==> config.mk <==
export PLATFORM = sky130hd
export DESIGN_NAME = axis_sync_fifo
export DESIGN_NICKNAME = d
export VERILOG_FILES = /design/src/rtl/axis_fifo_pkg.sv /design/src/rtl/fifo_ptr.sv /design/src/rtl/axis_sync_fifo.sv
export SDC_FILE = /design/constraint.sdc
export NUM_CORES = 1
export LEC_CHECK = 0
export BUFFER_PORTS_ARGS = -buffer_cell sky130_fd_sc_hd__buf_2
export CAP_MARGIN = 20
export CORE_MARGIN = 3
export CORE_UTILIZATION = 45
export CTS_CLUSTER_DIAMETER = 100
export DETAILED_ROUTE_END_ITERATION = 7
export GPL_TIMING_DRIVEN = 0
export SETUP_SLACK_MARGIN = 0.5
export SYNTH_ARGS = -nofsm -noshare
export SYNTH_HDL_FRONTEND = slang
export SYNTH_SLANG_ARGS = --single-unit
==> constraint.sdc <==
create_clock -name aclk -period 8.5 [get_ports aclk]
set_input_delay 1.7 -clock aclk [delete_from_list [all_inputs] [get_ports aclk]]
set_output_delay 1.7 -clock aclk [all_outputs]
set_load 0.05 [all_outputs]
==> src/rtl/axis_fifo_pkg.sv <==
// Shared types and constants for the AXIS sync FIFO and the AXIS<->FIFO bridge.
package axis_fifo_pkg;

  localparam int AXIS_DATA_WIDTH = 32;
  localparam int FIFO_ADDR_WIDTH = 4;

  // Returns ceil(log2(value)).
  function automatic int clog2(input int value);
    int result;
    result = 0;
    for (int i = 0; i < 31; i++) begin
      if ((1 << i) < value) result = i + 1;
    end
    return result;
  endfunction

  localparam int FIFO_COUNT_WIDTH = clog2((1 << FIFO_ADDR_WIDTH) + 1);

  typedef logic [FIFO_ADDR_WIDTH:0]    ptr_t;
  typedef logic [FIFO_COUNT_WIDTH-1:0] count_t;

endpackage

==> src/rtl/fifo_ptr.sv <==
// FIFO pointer with increment enable; the extra MSB toggles on every wrap of the address bits.
module fifo_ptr #(
  parameter int ADDR_WIDTH = 4
) (
  input  logic                aclk,
  input  logic                aresetn,
  input  logic                i_inc,
  output logic [ADDR_WIDTH:0] o_ptr,
  output logic [ADDR_WIDTH:0] o_ptr_next
);

  logic [ADDR_WIDTH:0] r_ptr;

  // Plain binary increment carries out of the address bits into the wrap bit.
  assign o_ptr_next = r_ptr + (ADDR_WIDTH+1)'(i_inc);
  assign o_ptr      = r_ptr;

  always_ff @(posedge aclk or negedge aresetn) begin
    if (!aresetn) r_ptr <= '0;
    else          r_ptr <= o_ptr_next;
  end

endmodule

==> src/rtl/axis_sync_fifo.sv <==
// Single-clock FWFT FIFO with registered flags, reject pulses and write-through head bypass.
// Optional fifo_count output enabled by defining AXIS_SYNC_FIFO_COUNT_EN.
module axis_sync_fifo
  import axis_fifo_pkg::*;
#(
  parameter int DATA_WIDTH   = AXIS_DATA_WIDTH,
  parameter int ADDR_WIDTH   = FIFO_ADDR_WIDTH,
  parameter int AFULL_LEVEL  = 14,
  parameter int AEMPTY_LEVEL = 2
) (
  input  logic                  aclk,
  input  logic                  aresetn,
  input  logic [DATA_WIDTH-1:0] fifo_wr_data,
  input  logic                  fifo_wr_en,
  output logic                  fifo_full,
  output logic [DATA_WIDTH-1:0] fifo_rd_data,
  input  logic                  fifo_rd_en,
  output logic                  fifo_empty,
  output logic                  almost_full,
  output logic                  almost_empty,
  output logic                  wr_reject,
  output logic                  rd_reject
`ifdef AXIS_SYNC_FIFO_COUNT_EN
  ,
  output logic [ADDR_WIDTH:0]   fifo_count
`endif
);

  localparam logic [ADDR_WIDTH:0] AFULL_C  = (ADDR_WIDTH+1)'(AFULL_LEVEL);
  localparam logic [ADDR_WIDTH:0] AEMPTY_C = (ADDR_WIDTH+1)'(AEMPTY_LEVEL);
  localparam logic [ADDR_WIDTH:0] ONE_C    = (ADDR_WIDTH+1)'(1);

  logic [DATA_WIDTH-1:0] r_mem [2**ADDR_WIDTH];
  logic [DATA_WIDTH-1:0] r_rd_data;
  logic [ADDR_WIDTH:0]   r_count;
  logic                  r_empty, r_full, r_aempty, r_afull, r_wr_reject, r_rd_reject;

  logic                  w_push_ok, w_pop_ok;
  logic [ADDR_WIDTH:0]   w_wr_ptr, w_wr_ptr_next, w_rd_ptr, w_rd_ptr_next, w_count_next;

  assign w_push_ok = fifo_wr_en & ~r_full;
  assign w_pop_ok  = fifo_rd_en & ~r_empty;

  fifo_ptr #(.ADDR_WIDTH(ADDR_WIDTH)) u_wr_ptr (
    .aclk       (aclk),
    .aresetn    (aresetn),
    .i_inc      (w_push_ok),
    .o_ptr      (w_wr_ptr),
    .o_ptr_next (w_wr_ptr_next)
  );

  fifo_ptr #(.ADDR_WIDTH(ADDR_WIDTH)) u_rd_ptr (
    .aclk       (aclk),
    .aresetn    (aresetn),
    .i_inc      (w_pop_ok),
    .o_ptr      (w_rd_ptr),
    .o_ptr_next (w_rd_ptr_next)
  );

  always_comb begin
    w_count_next = r_count;
    if (w_push_ok && !w_pop_ok)      w_count_next = r_count + ONE_C;
    else if (!w_push_ok && w_pop_ok) w_count_next = r_count - ONE_C;
  end

  always_ff @(posedge aclk) begin
    if (w_push_ok) r_mem[w_wr_ptr[ADDR_WIDTH-1:0]] <= fifo_wr_data;
  end

  // When the word being written becomes the head, bypass the memory so it shows on the same edge.
  always_ff @(posedge aclk or negedge aresetn) begin
    if (!aresetn) begin
      r_rd_data <= '0;
    end else if (w_push_ok && (w_rd_ptr_next == w_wr_ptr)) begin
      r_rd_data <= fifo_wr_data;
    end else begin
      r_rd_data <= r_mem[w_rd_ptr_next[ADDR_WIDTH-1:0]];
    end
  end

  always_ff @(posedge aclk or negedge aresetn) begin
    if (!aresetn) begin
      r_count     <= '0;
      r_empty     <= 1'b1;
      r_full      <= 1'b0;
      r_aempty    <= 1'b1;
      r_afull     <= 1'b0;
      r_wr_reject <= 1'b0;
      r_rd_reject <= 1'b0;
    end else begin
      r_count     <= w_count_next;
      r_empty     <= (w_wr_ptr_next == w_rd_ptr_next);
      r_full      <= (w_wr_ptr_next[ADDR_WIDTH-1:0] == w_rd_ptr_next[ADDR_WIDTH-1:0]) &&
                     (w_wr_ptr_next[ADDR_WIDTH] != w_rd_ptr_next[ADDR_WIDTH]);
      r_aempty    <= (w_count_next <= AEMPTY_C);
      r_afull     <= (w_count_next >= AFULL_C);
      r_wr_reject <= fifo_wr_en & r_full;
      r_rd_reject <= fifo_rd_en & r_empty;
    end
  end

  assign fifo_rd_data = r_rd_data;
  assign fifo_empty   = r_empty;
  assign fifo_full    = r_full;
  assign almost_empty = r_aempty;
  assign almost_full  = r_afull;
  assign wr_reject    = r_wr_reject;
  assign rd_reject    = r_rd_reject;
`ifdef AXIS_SYNC_FIFO_COUNT_EN
  assign fifo_count   = r_count;
`endif

endmodule

# Yosys cells after proc, flatten, opt, wreduce, memory -nomap -nowiden
# Memories as Yosys holds them, arrays and structs flattened.
# Cells that the tools add are included.
# Widths: inputs -> output; s select.
dict set report word_totals {
  regBits 53
  latch_bits 0
  ram_bits 512
  romBits 0
  inputBits 36
  output_inout_bits 38
  elab_cells 38
  n_memories 1
}
dict set report classes {
  n_addsub 4
  n_mul 0
  div 0
  n_lt_le_gt_ge 2
  n_eq_ne 4
  shift 0
  mux 5
  bitwise_logic 6
  reduce_logical 6
}
# memory depth width rd rd_clocked_by_memory_dff write_ports line
set memory_table {}
lappend memory_table {r_mem 16 32 1 0 1 axis_sync_fifo.sv:33} ;# logic [DATA_WIDTH-1:0] r_mem [2**ADDR_WIDTH];
# cell n
set ops {}
lappend ops {{$mux 32} 1}
lappend ops {{$add 5x1->5} 2}
lappend ops {{$eq 5x5->1} 2}
lappend ops {{$mux 5} 2}
lappend ops {{$add 5x1->5 const B} 1}
lappend ops {{$ge 5x4->1 const B} 1}
lappend ops {{$le 5x2->1 const B} 1}
lappend ops {{$sub 5x1->5 const B} 1}
lappend ops {{$and 1x1->1} 4}
lappend ops {{$eq 4x4->1} 1}
lappend ops {{$logic_and 1x1->1} 4}
lappend ops {{$logic_not 1->1} 2}
lappend ops {{$mux 1} 2}
lappend ops {{$not 1->1} 2}
lappend ops {{$ne 1x1->1} 1}

# Depth between registers and ports, before layout
# Gate-level depths: netlist of run 1.
dict set report logic_depth {
  ltp_word 7
  mapped_depth 10
  depth_no_buf 9
}

# Hierarchy
# From an unflattened synthesis of run 1, not the netlist that was laid out.
dict set report unflattened {
  cells_unflattened 997
  hier_area_um2 21635.8
}
# module n_inst cells_per_inst area_per_inst_um2 seq_area_each_um2
set modules_own_cells {}
lappend modules_own_cells {axis_sync_fifo 1 973 21262.9 16453.3}
lappend modules_own_cells {fifo_ptr 2 12 186.4 125.1}

# Least setup slack after synthesis of run 1
# OpenSTA, ideal clock, no wires.
dict set report synth_path {
  kind {in2reg}
  from {input port fifo_wr_en}
  to {memory r_mem[0][0] (netlist bit), enable pin}
  setup_ns 0.461
  t_arrival_ns 4.411
  required_time_ns 8.039
  path_slack_ns 3.628
  stages 3
  path_buffers 0
  path_cell_list {nand2b_1 or3_1 nor3_1}
}
dict set report synth_via {
  elab_chain_len 3
}
# item line
set synth_lines {}
lappend synth_lines {{start: declaration} axis_sync_fifo.sv:14} ;# input logic fifo_wr_en,
lappend synth_lines {{$and 1x1->1} axis_sync_fifo.sv:41} ;# assign w_push_ok = fifo_wr_en & ~r_full;
lappend synth_lines {{$mux 1} axis_sync_fifo.sv:67} ;# if (w_push_ok) r_mem[w_wr_ptr[ADDR_WIDTH-1:0]] <= fifo_wr_data;
lappend synth_lines {{$mux 1 (implied by the code)} axis_sync_fifo.sv:67}
lappend synth_lines {{end: declaration} axis_sync_fifo.sv:33}
# No other way between the ends.

# Worst setup path after layout of run 1
dict set report layout_path {
  from {input port fifo_rd_en}
  to {register r_rd_data[23], in the netlist fifo_rd_data[23]}
}
dict set report layout_via {
  elab_chain_len 5
  word_cells_on_any_way 6
  classes_between {add/sub (1); eq/ne (1); mux (1); bitwise (1); reduce/logical (1); memory (1)}
}
# item line
set layout_lines {}
lappend layout_lines {{start: declaration} axis_sync_fifo.sv:17} ;# input logic fifo_rd_en,
lappend layout_lines {{$and 1x1->1 *} axis_sync_fifo.sv:42} ;# assign w_pop_ok = fifo_rd_en & ~r_empty;
lappend layout_lines {{$add 5x1->5 *} fifo_ptr.sv:15} ;# assign o_ptr_next = r_ptr + (ADDR_WIDTH+1)'(i_inc);
lappend layout_lines {{named net u_rd_ptr.o_ptr_next[1]} fifo_ptr.sv:9} ;# output logic [ADDR_WIDTH:0] o_ptr_next
lappend layout_lines {{parallel branches: the longest is 2 deep, another holds $mem_v2 16x32} -}
lappend layout_lines {{$mux 32 *} axis_sync_fifo.sv:74} ;# end else if (w_push_ok && (w_rd_ptr_next == w_wr_ptr)) begin
lappend layout_lines {{end signal: assignment} axis_sync_fifo.sv:75} ;# r_rd_data <= fifo_wr_data;
lappend layout_lines {{end signal: assignment} axis_sync_fifo.sv:77} ;# r_rd_data <= r_mem[w_rd_ptr_next[ADDR_WIDTH-1:0]];
lappend layout_lines {{end: declaration} axis_sync_fifo.sv:34} ;# logic [DATA_WIDTH-1:0] r_rd_data;
# Mark *: on every way through the listed nets, which the timed path passes.

==> qor.yml, run 1 <==
finish:
  final_cells: 1780
  n_antenna_cell: 0
  layout_common_cells: "512 x edfxtp_1, 128 x mux4_2, 96 x mux2i_1"
  area_growth_syn_to_layout_pct: 16.2
  final_common_cell: "edfxtp_1"
  num-nets-final: 1158
  drive_gt1_share_pct: 34.2
clock_network:
  clk_pin_slew_worst_paths_ps: 60
  cts_resized: 0
  numCtsBuffers: 57
  cts_tree: "built"
  htreeDepth: 2
  cts_hold_buffers: 0
  postCtsSetupRepairBufs: 0
  clock-sinks: 565
  clkLatencyLatePin_ps: 600
  root_buffer: "clkbuf_16"
  clockBufferDepth: 3
timing:
  skew_ps: 15.3
  drv_slew: 0
  final.min_clock_period_ps: 4310
  max_slew_margin_pct: 30.1
  fmax_ghz: 0.232
  hold_viol_final: 0
  finalSetupTns_ps: 0
  worst-slew-pin-transition_ps: 1050
  setup_viol: 0
  period_share_pct: 50.8
  whs_ps: 482
  rsz0062_at_grt: "false"
placement:
  portBuffers: 73
  dp.cells: 1672
  place.detailed.hpwl_um: 28600
  routabilityCongestion: 0.737
critical_path:
  required_ps: 8980
  worstPathMaxFanout: 10
  reg2regPathDepth: 10
  crit_family: "buffers and inverters"
  cp-end-kind: "flip-flop"
  critPathBufInv: 4
  arrival_ps: 4790
  cp_cell_sequence: "buf_2 -> nand2b_1 -> inv_1 -> ha_1 -> ha_1 -> buf_2 -> buf_1 -> mux4_2 -> mux2i_1 -> mux2i_1 -> mux2_4"
  cp.depth: 11
  cp-start-kind: "input pin"
  cpMaxStageDelayCell: "buf_1"
  criticalPathCategory: "input pin to flip-flop"
  slowest_delay_ps: 820
die:
  initial_utilization_pct: 45.6
  core_area_um2: 47800
  die_h_um: 226
  die_area_um2: 51200
  die_w_um: 226
  rows: 80
  ios: 74
drt:
  via_per_inst: 5.60
  drtIter0Drc: 738
  drc: 0
  vias: 9963
  dr.pass1.iters: 5
  wire_per_inst_um: 25.8
  ant_nets: 0
  wirelength_um: 46000
pwr:
  p_total_w: 0.0102
  ir_drop_mv: 0.181
  power_leakage_nw: 8.77
  powerDensity_nw_per_um2: 403
logic_synthesis:
  ys_ff_latch: 565
  synth.top_cell.area_share_pct: 70.4
  syn-num-nets: 998
  ys_seq_area_share_pct: 76.5
  ys_warn_count: 0
  netlist_area_um2: 21800
  synthCells: 956
  synth_top_area_cell: "edfxtp_1"
  ys_types: 34
  yosys-top-cells-area: "edfxtp_1 70%, mux4_2 13%, dfrtp_1 5.8%, mux2i_1 4.4%, mux2_4 2.1%"
  syn_area_per_cell_um2: 22.8
grt:
  busiest_layer: "met2"
  gr-usage-all-layers_pct: 18.7
  met1_usage_pct: 27.1
  grt.overflow.total: 0
  grt_first_pass_wirelength_um: 69600
  grt_util_met3_pct: 2.72
  grt_max_degree: 54
  antenna_found_initial: 0
  grt_pass1_vias: 10600
  use_met2_pct: 30.3
status:
  outcome: "complete, no violations"
worst_hold_path:
  worstHoldPathCells: 1
  hold_class: "flip-flop to flip-flop"
run:
  drv_cap: 0
[stage by stage]
| step | instance area, µm² | setup WS [ps] | utilization, % |
|---|---|---|---|
| 6_report | 25400 | 4190 | 53.0 |
| 3_5_place_dp | 23500 | 3550 | 49.1 |
| 2_1_floorplan | 21800 | 3630 | - |
| 5_1_grt | 25400 | 4060 | 53.0 |
| 3_3_place_gp | 23000 | 641 | 48.0 |
| 4_1_cts | 25400 | 4180 | 53.0 |
[cell type report]
type                       instances  area (µm²)
multi-input combinational        338        4970
clock buffer                      89        1680
timing repair buffer             101         800
fill                            3696       22500
sequential                       565       16700
buffer                            46         245
clock inverter                    19         181
inverter                           7        26.3
tap                              615         769
[logic make-up (layout without fill, tap and decap cells)]
| kind of cell | after synthesis | after routing | synth area share (%) |
|---|---|---|---|
| AND/OR/NAND/NOR | 49 | 49 | 1.08 |
| adder cells (fa/ha/maj) | 6 | 6 | 0.344 |
| flip-flops | 565 | 565 | 76.5 |
| XOR/XNOR | 20 | 20 | 0.837 |
| buffers and inverters | 53 | 262 | 1.24 |
| AO/OA/AOI/OAI | 7 | 7 | 0.218 |
| multiplexers | 256 | 256 | 19.8 |
[worst paths after layout]
path	startpoint	end	slack, ps
hold reg to reg	r_count[4]$_DFF_PN0_	r_count[4]$_DFF_PN0_	480
max in group asynchronous	aresetn	fifo_rd_data[18]$_DFF_PN0_	6730
hold / removal	r_count[4]$_DFF_PN0_	r_count[4]$_DFF_PN0_	480
min in group asynchronous	aresetn	rd_reject$_DFF_PN0_	1210
setup reg to reg	fifo_empty$_DFF_PN1_	fifo_rd_data[23]$_DFF_PN0_	4820
setup / recovery	fifo_rd_en	fifo_rd_data[23]$_DFF_PN0_	4190
[cells in the mapped netlist, drive strengths merged]
cell	number
nor2	17
mux2	32
edfxtp	512
or3	2
buf	35
o21ai	2
dfstp	2
nand3	9
xnor2	3
mux4	128
nand3b	1
a2111oi	1
o22ai	2
clkbuf	11
dfrtp	51
or4	1
xor2	17
o211ai	1
nor4	1
nor2b	1
nand2b	4
nor3	4
and2	2
a31o	1
nand2	6
or2	1
inv	7
ha	6
mux2i	96
[where the power goes]
group          switching, W  internal, W
Sequential        0.0000914      0.00345
Combinational       0.00230      0.00193
Clock               0.00101      0.00145
Total               0.00341      0.00682
[sequential cells by signal (all words and copies together) (netlist names), 5 cells and up]
register        count
r_count             5
fifo_rd_data       32
u_wr_ptr.o_ptr      5
r_mem             512
u_rd_ptr.o_ptr      5
[worst register-to-register path, cell delays in order, from the launching register on]
cell      delay, ps
dfstp_2         530
nand2b_1        160
inv_1           140
ha_1            230
ha_1            380
buf_2           360
buf_1           820
mux4_2          440
mux2i_1         130
mux2i_1          80
mux2_4          280
[metal layers]
layer,routed length (µm),up-vias
li1,-,4289
met3,1820,60
met2,22400,222
met4,798,0
met5,0,-
met1,20900,5392
No activity file was read; power rests on OpenSTA's default activity.
==> run 2: changes to the inputs <==
clock period = 4.5 ns   (was 8.5 ns; I/O delays follow)
==> qor.yml, run 2 (synthesized netlist as in run 1, its figures left out) <==
status:
  outcome: "complete, no violations"  # unchanged
pwr:
  switchingPower_w: 0.00651  # was 0.00341 W
  switching_share_pct: 33.6  # was 33.3%
  power_leakage_nw: 8.77  # about the same
  p_int_w: 0.0129  # was 0.00682 W
  power.share.clock_pct: 24.1  # was 24.0%
  p_seq_share_pct: 34.5  # was 34.6%
  ir_drop_mv: 0.371  # was 0.181 mV
  powerDensity_nw_per_um2: 763  # was 403 nW/µm²
  comb_power_share_pct: 41.4  # about the same
critical_path:
  cpMaxStageDelayCell: "buf_1"  # unchanged
  arrival_ps: 4140  # was 4790 ps
  r2r-start: "fifo_empty$_DFF_PN1_"  # unchanged
  reg2regPathDepth: 10  # unchanged
  cp_cell_sequence: "nand2b_1 -> inv_1 -> ha_1 -> ha_1 -> buf_2 -> buf_1 -> mux4_2 -> mux2i_1 -> mux2i_1 -> mux2_4"  # was buf_2 -> nand2b_1 -> inv_1 -> ha_1 -> ha_1 -> buf_2 -> buf_1 -> mux4_2 -> mux2i_1 -> mux2i_1 -> mux2_4
  worstPathMaxFanout: 10  # unchanged
  required_ps: 4980  # was 8980 ps
  cp-end-kind: "flip-flop"  # unchanged
  rrSetupSlack_ps: 840  # was 4820 ps
  r2r_end: "fifo_rd_data[21]$_DFF_PN0_"  # was fifo_rd_data[23]$_DFF_PN0_
  criticalPathCategory: "flip-flop to flip-flop"  # was input pin to flip-flop
  cp-start-kind: "flip-flop"  # was input pin
  slowest_delay_ps: 690  # was 820 ps
placement:
  dp.cells: 1670  # was 1672
  routabilityCongestion: 0.726  # was 0.737
  portBuffers: 73  # unchanged
  place.detailed.hpwl_um: 28500  # was 28600 µm
  preCtsSetupSlack_ps: 324  # was 3550 ps
clock_network:
  root_buffer: "clkbuf_16"  # unchanged
  cts_resized: 0  # unchanged
  clockBufferDepth: 3  # unchanged
  postCtsSetupRepairBufs: 0  # unchanged
  cts_tree: "built"  # unchanged
  numCtsBuffers: 58  # was 57
  clock-sinks: 565  # unchanged
  clkLatencyLatePin_ps: 610  # was 600 ps
  clk_pin_slew_worst_paths_ps: 60  # about the same
  htreeDepth: 2  # unchanged
  cts_hold_buffers: 0  # unchanged
timing:
  fmax_ghz: 0.273
  max_slew_margin_pct: 27.7  # was 30.1%
  skew_ps: 12.5  # was 15.3 ps
  period_share_pct: 81.3
  final.min_clock_period_ps: 3660
  worst-slew-pin-transition_ps: 1090  # was 1050 ps
  fin_ws_ps: 842  # was 4190 ps
  rsz0062_at_grt: "false"  # unchanged
  setup_viol: 0  # unchanged
  drv_slew: 0  # unchanged
  finalSetupTns_ps: 0  # unchanged
  hold_viol_final: 0  # unchanged
  whs_ps: 394  # was 482 ps
run:
  drv_cap: 0  # unchanged
die:
  die_w_um: 226  # unchanged
  ios: 74  # unchanged
  core_area_um2: 47800  # unchanged
  die_h_um: 226  # unchanged
  initial_utilization_pct: 45.6  # unchanged
  die_area_um2: 51200  # unchanged
  rows: 80  # unchanged
drt:
  via_per_inst: 5.64  # was 5.60
  wirelength_um: 46700  # was 46000 µm
  drc: 0  # unchanged
  ant_nets: 0  # unchanged
  vias: 10000  # was 9963
  dr.pass1.iters: 4  # was 5
  wire_per_inst_um: 26.3  # was 25.8 µm
  drtIter0Drc: 858  # was 738
finish:
  area_growth_syn_to_layout_pct: 16.3  # was 16.2%
  regArea_um2: 16700  # unchanged
  fillers: 3712  # was 3696
  num-nets-final: 1157  # was 1158
  n_antenna_cell: 0  # unchanged
  drive_gt1_share_pct: 34.7  # was 34.2%
  final_common_cell: "edfxtp_1"  # unchanged
  multi_input_area_um2: 4970  # about the same
  final_cells: 1778  # was 1780
  layout_common_cells: "512 x edfxtp_1, 128 x mux4_2, 96 x mux2i_1"  # unchanged
  largest_reg_flops: 512  # unchanged
grt:
  grt_first_pass_wirelength_um: 70400  # was 69600 µm
  gr-usage-all-layers_pct: 18.9  # was 18.7%
  grt_pass1_vias: 10700  # was 10600
  grt_max_degree: 54  # unchanged
  grt.overflow.total: 0  # unchanged
  antenna_found_initial: 0  # unchanged
worst_hold_path:
  hold_class: "input pin to async pin"  # was flip-flop to flip-flop
run 2: cell count changes in the layout (fill, tap and decap cells not counted), moves of 2 or more:
cell | previous run | this run
buf_6 | 18 | 14
clkbuf_8 | 9 | 4
clkinv_4 | 2 | 0
clkinv_2 | 10 | 18
buf_12 | 10 | 12
clkinvlp_4 | 1 | 5
clkbuf_16 | 59 | 61
clkbuf_1 | 32 | 24
run 2: through the flow:
stage / total power (W) / area (µm²) / utilization [%]
4_1_cts: 0.0197 / 25400 / 53.1
5_1_grt: 0.0204 / 25400 / 53.1
3_5_place_dp: 0.0150 / 23500 / 49.2
3_3_place_gp: 0.0147 / 23000 / 48.0
2_1_floorplan: 0.0126 / 21800 / -
6_report: 0.0194 / 25400 / 53.1
run 2: power by group through the flow:
stage	clock, W	combinational [W]	sequential (W)
after floorplan	0	0.00524	0.00739
after global placement	0	0.00792	0.00683
after detailed placement	0	0.00817	0.00679
after CTS	0.00478	0.00820	0.00669
after global routing	0.00500	0.00862	0.00674
final	0.00467	0.00802	0.00668
run 2: critical path: cells and delay by family (launching register included):
| family | cells | cell delay, ps |
|---|---|---|
| adders and majority gates | 2 | 590 |
| buffers and inverters | 3 | 1190 |
| DFF | 1 | 540 |
| muxes | 4 | 1030 |
| and+or+nand+nor | 1 | 160 |
run 2: area by class of cell:
cell class,count,area share [%]
Clock inverter,30,0.946
Inverter,7,0.103
Multi-Input combinational cell,338,19.6
Tap cell,615,3.03
Buffer,46,0.966
Timing Repair Buffer,99,3.16
Clock buffer,78,6.42
Sequential cell,565,65.8
run 2: worst max-delay path by stage:
stage	from	to	slack [ps]	cells past startpoint
floorplan	fifo_wr_en	r_mem[12][0]$_DFFE_PP_	500	4
global placement	fifo_wr_en	r_mem[4][14]$_DFFE_PP_	-2660	5
detailed placement	fifo_rd_en	fifo_rd_data[21]$_DFF_PN0_	320	11
CTS	fifo_empty$_DFF_PN1_	fifo_rd_data[21]$_DFF_PN0_	760	10
global route	fifo_empty$_DFF_PN1_	fifo_rd_data[21]$_DFF_PN0_	620	10
finish	fifo_empty$_DFF_PN1_	fifo_rd_data[21]$_DFF_PN0_	840	10
run 2: metal layers:
| layer | track usage [%] | vias to the layer above | wire [µm] |
|---|---|---|---|
| met2 | 30.3 | 260 | 22800 |
| met1 | 27.1 | 5418 | 20700 |
| met4 | 4.75 | 0 | 915 |
| li1 | - | 4282 | - |
| met3 | 3.51 | 61 | 2180 |
| met5 | 0 | - | 0 |
